==> config.mk <==
export PLATFORM = sky130hd
export DESIGN_NAME = gpr_writeback_unit
export DESIGN_NICKNAME = d
export VERILOG_FILES = /design/src/rtl/gpr_writeback_unit.sv
export SDC_FILE = /design/constraint.sdc
export NUM_CORES = 1
export LEC_CHECK = 0
export BUFFER_PORTS_ARGS = -buffer_cell sky130_fd_sc_hd__clkbuf_2
export CAP_MARGIN = 20
export CORE_UTILIZATION = 50
export DETAILED_ROUTE_END_ITERATION = 12
export GPL_ROUTABILITY_DRIVEN = 0
export PLACE_DENSITY = 0.78
export SETUP_SLACK_MARGIN = 0.05
export SLEW_MARGIN = 30
export SYNTH_ARGS = -nofsm -noshare
export SYNTH_HDL_FRONTEND = slang
export SYNTH_SLANG_ARGS = --single-unit
export TNS_END_PERCENT = 30
==> constraint.sdc <==
create_clock -name clk -period 3.4 [get_ports clk]
set_input_delay 0.68 -clock clk [delete_from_list [all_inputs] [get_ports clk]]
set_output_delay 0.68 -clock clk [all_outputs]
set_load 0.02 [all_outputs]
==> src/rtl/gpr_writeback_unit.sv <==
`default_nettype none
// ============================================================================
// Module   : gpr_writeback_unit
// Purpose  : Final pipeline stage. Retires one instruction per handshake from
//            the memory stage and drives the register-file write port. ALU
//            results go straight through. Loads wait for the data-memory
//            response, then get byte/half/word extraction and sign/zero
//            extension. Also counts retired instructions and flags misaligned
//            loads.
// Ports    : clk, rst_n (async, active-low)
//            in_valid/in_ready                 - memory-stage handshake
//            in_we_gpr, in_rd, in_result,
//            in_is_load, in_funct3             - retiring instruction
//            dmem_rvalid, dmem_rdata           - load response
//            we_gpr_writeback, rd_writeback,
//            result_writeback                  - register-file write port
//            misaligned_err                    - misaligned-load pulse
//            retired_count                     - retired-instruction counter
// Revision : 1.0 - initial release
// ============================================================================
module gpr_writeback_unit #(
   parameter int XLEN            = 32,
   parameter int GPR_ENCODE_BITS = 5,
   parameter int CNT_W           = 64
) (
   input  logic                       clk,
   input  logic                       rst_n,
   input  logic                       in_valid,
   output logic                       in_ready,
   input  logic                       in_we_gpr,
   input  logic [GPR_ENCODE_BITS-1:0] in_rd,
   input  logic [XLEN-1:0]            in_result,
   input  logic                       in_is_load,
   input  logic [2:0]                 in_funct3,
   input  logic                       dmem_rvalid,
   input  logic [XLEN-1:0]            dmem_rdata,
   output logic                       we_gpr_writeback,
   output logic [GPR_ENCODE_BITS-1:0] rd_writeback,
   output logic [XLEN-1:0]            result_writeback,
   output logic                       misaligned_err,
   output logic [CNT_W-1:0]           retired_count
);

   typedef enum logic [0:0] {
      IDLE      = 1'b0,
      WAIT_LOAD = 1'b1
   } state_t;

   localparam logic [2:0] c_f3_lb  = 3'b000;
   localparam logic [2:0] c_f3_lh  = 3'b001;
   localparam logic [2:0] c_f3_lw  = 3'b010;
   localparam logic [2:0] c_f3_lbu = 3'b100;
   localparam logic [2:0] c_f3_lhu = 3'b101;

   state_t                       r_state;
   logic [GPR_ENCODE_BITS-1:0]   r_ld_rd;
   logic                         r_ld_we;
   logic [2:0]                   r_ld_funct3;
   logic [1:0]                   r_ld_off;

   logic [7:0]                   w_byte;
   logic [15:0]                  w_half;
   logic [XLEN-1:0]              w_load_data;
   logic                         w_misaligned;
   logic                         w_handshake;

   assign in_ready    = (r_state == IDLE);
   assign w_handshake = in_valid && in_ready;

   // Offset-based lane select; the memory returns the aligned word.
   assign w_byte = dmem_rdata[{r_ld_off, 3'b000} +: 8];
   assign w_half = dmem_rdata[{r_ld_off[1], 4'b0000} +: 16];

   always_comb begin
      w_load_data = '0;
      case (r_ld_funct3)
         c_f3_lb:  w_load_data = {{(XLEN-8){w_byte[7]}}, w_byte};
         c_f3_lbu: w_load_data = {{(XLEN-8){1'b0}}, w_byte};
         c_f3_lh:  w_load_data = {{(XLEN-16){w_half[15]}}, w_half};
         c_f3_lhu: w_load_data = {{(XLEN-16){1'b0}}, w_half};
         c_f3_lw:  w_load_data = dmem_rdata;
         default:  w_load_data = '0;
      endcase
   end

   always_comb begin
      w_misaligned = 1'b0;
      if ((r_ld_funct3 == c_f3_lh) || (r_ld_funct3 == c_f3_lhu))
         w_misaligned = r_ld_off[0];
      else if (r_ld_funct3 == c_f3_lw)
         w_misaligned = (r_ld_off != 2'b00);
   end

   always_ff @(posedge clk or negedge rst_n) begin
      if (!rst_n) begin
         r_state          <= IDLE;
         r_ld_rd          <= '0;
         r_ld_we          <= 1'b0;
         r_ld_funct3      <= 3'b000;
         r_ld_off         <= 2'b00;
         we_gpr_writeback <= 1'b0;
         rd_writeback     <= '0;
         result_writeback <= '0;
         misaligned_err   <= 1'b0;
         retired_count    <= '0;
      end else begin
         // Pulses default low; rd/result hold until the next retire.
         we_gpr_writeback <= 1'b0;
         misaligned_err   <= 1'b0;
         case (r_state)
            IDLE: begin
               if (w_handshake) begin
                  if (!in_is_load) begin
                     we_gpr_writeback <= in_we_gpr && (in_rd != '0);
                     rd_writeback     <= in_rd;
                     result_writeback <= in_result;
                     retired_count    <= retired_count + CNT_W'(1);
                  end else begin
                     r_ld_rd     <= in_rd;
                     r_ld_we     <= in_we_gpr;
                     r_ld_funct3 <= in_funct3;
                     r_ld_off    <= in_result[1:0];
                     r_state     <= WAIT_LOAD;
                  end
               end
            end
            WAIT_LOAD: begin
               if (dmem_rvalid) begin
                  // Misaligned loads still retire but never write the GPR.
                  we_gpr_writeback <= r_ld_we && (r_ld_rd != '0) && !w_misaligned;
                  rd_writeback     <= r_ld_rd;
                  result_writeback <= w_load_data;
                  misaligned_err   <= w_misaligned;
                  retired_count    <= retired_count + CNT_W'(1);
                  r_state          <= IDLE;
               end
            end
            default: r_state <= IDLE;
         endcase
      end
   end

endmodule
`default_nettype wire

==> results.md <==
- STA classifies the critical path endpoint as a flop.
- Hold repair after CTS inserted 0 buffers.
- The largest net degree at the start of global routing is 61.
- After synthesis, the share of cell area in mux cells is 0.0470.
- The die is 110 um wide.
- At the worst endpoint, the required time is 3.73 ns.
- For the final database, setup skew stands at 0.0112 ns.
- The number of cells on the worst reg-to-reg path is 5.
- The number of post-CTS setup repair buffers is 0.
- The number of vias per cell after detailed routing is 5.72.
- The prevailing post-synth register cell is dfrtp_1.
- After clock tree synthesis, the clock-pin slew on the worst setup and hold paths is 0.06 ns.
- By area, the combinational part of the netlist is dominated by simple AND/OR/NAND/NOR gates.
- Synthesis inferred 115 register bits.
- The total leakage power is 3.65 nW.
- The final hold slack is 0.327 ns.
- The count of warnings emitted by yosys is 0.
- The cell count after synthesis is 579.
- The tree is rooted in a clkbuf_16.
- In the post-synthesis netlist, the biggest area contributors are dfrtp_1, xnor2_1, a21oi_1, xor2_1, nor2_1.
- After routing, the total negative slack on setup checks comes to 0 ns.
- Pin placement for this block handled 182 I/O pins.
- The overall via count from detail_route is 5237.
- The number of failing hold endpoints at the final stage came to 0.
- The category of the most critical setup path is flop to flop.
- During placement, the flow inserted port buffers numbering 181.
- The remaining global-route overflow is 0.
- Setup violations remaining at the end of the flow were counted as 0.
- In the layout the commonest cells are clkbuf_2, dfrtp_1, a21oi_1, nor2_1, nand2_1.
- The clock buffer count from CTS is 17.
- The reg-to-reg critical path startpoint is r_state.
- The transition time of the tightest slew-check pin is 0.776 ns.
- In the final layout, the share of cells above drive strength 1 is 0.323.
- The floorplan step defined a die boundary enclosing 12100 um2.
- For this design the ratio of total power to cell area is 607 nW/um2.
- The number of buffers on the longest clock path is 2.
- The flow ran to the end, and the final reports show no timing, DRC or antenna violations.
- The worst min-delay path category is input pin to async pin.
- The number of synthesized flops with an enable pin is 0.
- Gates resized during post-CTS repair numbered 0.
- The clock latency of the later-clocked register in the worst-skew pair is 0.42 ns.
- The CTS tree is built.
- The destination of the worst register-to-register timing path is result_writeback[28].
- The library cell used most frequently in the layout, excluding fill and tap cells, is clkbuf_2.
- The cell type contributing the most total cell area after synthesis is dfrtp_1.
- The combined area of all synthesized cells is 5830 um2.
- The detail route stage leaves a number of antenna-violating nets equal to 0.
- The arrival time at the worst endpoint is 2.86 ns.
- The total global routing track utilization is 0.268.
- After filler insertion, the fill cell instance count of the layout stands at 908.
- The share of synthesized area in the top cell type comes to 0.494.
- The register-to-register path setup slack is 0.86 ns.
- Of all nets on the critical path, the largest fanout is 41.
- Setup repair after global routing left no endpoint under its margin.
- The final layout contains 838 nets.
- The total number of H-tree levels is 4.
- The worst path meets setup with 0.864 ns of slack.
- Measured along the y axis, the die boundary spans 110 um.
- The number of pins exceeding their max-slew limit in the final report is 0.
- Clock tree synthesis found a total of 115 sinks.
- Yosys mapped the design onto 51 distinct sky130hd cell types.
- The top achievable clock speed is 0.394 GHz.
- The net count after synthesis is 658.
- Detailed placement ended at an HPWL of 11200 um.
- The share of synthesized cell area in full adder, half adder and majority cells is 0.00215.
- The via count of the first global-routing pass is 5021.
- In the routed design, unresolved DRC markers number 0.
- The area of the multi-input gates is 2810 um2.
- The design draws 4.55 mW.
- The area share of and/or/nand/nor cells after synthesis is 0.205.
- For this configuration, the core starts out at a cell density of 0.513.
- The first-pass GRT wire length is 24600 um.
- The total detailed-routing wirelength is 15600 um.
- In the finished design, the share of the clock period the worst path needs comes to 0.746.
- The number of antenna violations at the first check in global routing is 0.
- The wire length per cell after detailed routing is 17.1 um.
- In the synthesized netlist the async set-or-reset flop fraction comes to 1.00.
- Prior to clock tree synthesis, the placed netlist has a worst setup slack of 0.812 ns.
- In this run, the number of DRC markers left after iteration 0 of detailed routing was 370.
- The max capacitance violation total is 0.
- The area fraction in compound gates after synthesis is 0.131.
- The worst path in the final design needs a cycle of 2.54 ns, including I/O delays and setup.
- In this run the tightest slew margin relative to its limit is 0.483.
- The first detailed-routing pass ran for 5 iterations.
- The average size of a mapped cell is 10.1 um2.
- The launching element type of the critical path is a flop.
- The core region is 11400 um2.
- The floorplan row count is 39.
- The sequential cell area is 2880 um2.
- The post-synthesis to final-layout area growth is 28.5%.
- 0 antenna diodes ended up in the layout.
- The maximum vdd ir drop is 0.000363 V.
- The fraction of the yosys area taken by sequential cells is 0.494.
- Of the total synthesized cell area, the portion taken by XOR and XNOR cells is 0.0947.
- At the end of the flow the core is filled with cells to 0.659.
[power breakdown]
group | switching, mW | internal, mW | total (mW)
Sequential | 0.176 | 1.55 | 1.73
Combinational | 0.607 | 0.367 | 0.974
Clock | 0.650 | 1.19 | 1.84
[state kept, by name, summed over array words and instances (netlist names)]
register,count
r_ld_rd,5
r_state,1
retired_count,64
r_ld_funct3,3
misaligned_err,1
result_writeback,32
r_ld_off,2
we_gpr_writeback,1
rd_writeback,5
r_ld_we,1
[cells in the mapped netlist, types with 2 or more instances]
master / instances
nor2b_1: 7
nor3_4: 2
nand2_1: 44
o21a_1: 5
nor4_1: 4
and3_1: 9
and4_1: 8
a21oi_1: 53
nand2b_1: 3
clkbuf_1: 18
nor4_2: 4
xnor2_1: 40
a221oi_1: 6
mux2i_1: 15
nand4_4: 2
or4_1: 2
inv_1: 13
nor3_1: 10
o22ai_1: 17
dfrtp_1: 115
nand4_1: 19
o21ai_0: 26
and2_1: 7
mux2_2: 11
nor3b_1: 2
a32o_1: 4
xor2_1: 23
buf_2: 4
or2_2: 2
nand3_1: 27
buf_1: 4
o221ai_1: 5
nor2_1: 49
o211ai_1: 2
[metrics by stage]
stage,cells,area [um2]
final,915,7490
after global routing,915,7490
after CTS,915,7490
after detailed placement,883,6880
after global placement,883,6880
after floorplan,579,5830
[worst max-delay path: stages, from the launching register on]
cell and delay [ns]:
dfrtp_1 0.59, or3b_1 0.53, nand2_1 0.10, buf_4 0.38
nand2_1 0.48, o22ai_1 0.34
[final cells by class]
class | instances | area share
inverters | 13 | 0.00651
clock inverters | 11 | 0.0204
flip-flops and latches | 115 | 0.384
repair buffers | 187 | 0.129
well taps | 143 | 0.0239
multi-input cells | 425 | 0.375
clock buffers | 21 | 0.0615
[metal layers]
metal,up-vias,routed length [um],GRT usage
met5,-,0,0
met4,0,262,0.109
met3,28,1120,0.0794
met2,226,7770,0.439
met1,2532,6470,0.332
li1,2451,-,-
[worst max path at each step]
stage	cells past startpoint	from	slack (ns)	end
3_3_place_gp	6	in_is_load	0.90	result_writeback[21]
4_1_cts	5	r_state	0.89	result_writeback[28]
2_1_floorplan	6	in_is_load	1.33	retired_count[34]
3_5_place_dp	6	in_is_load	0.81	result_writeback[27]
6_report	5	r_state	0.86	result_writeback[28]
5_1_grt	4	r_state	0.77	result_writeback[28]
[logic make-up (layout without fill, tap and decap cells)]
family | after synthesis | count (layout)
DFF | 115 | 115
xor gates and xnor gates | 63 | 63
buffers and inverters | 39 | 232
and+or+nand+nor | 210 | 210
adders and majority gates | 1 | 1
AOI/OAI and AO/OA | 125 | 125
muxes | 26 | 26
No activity file was read; power rests on OpenSTA's default activity.
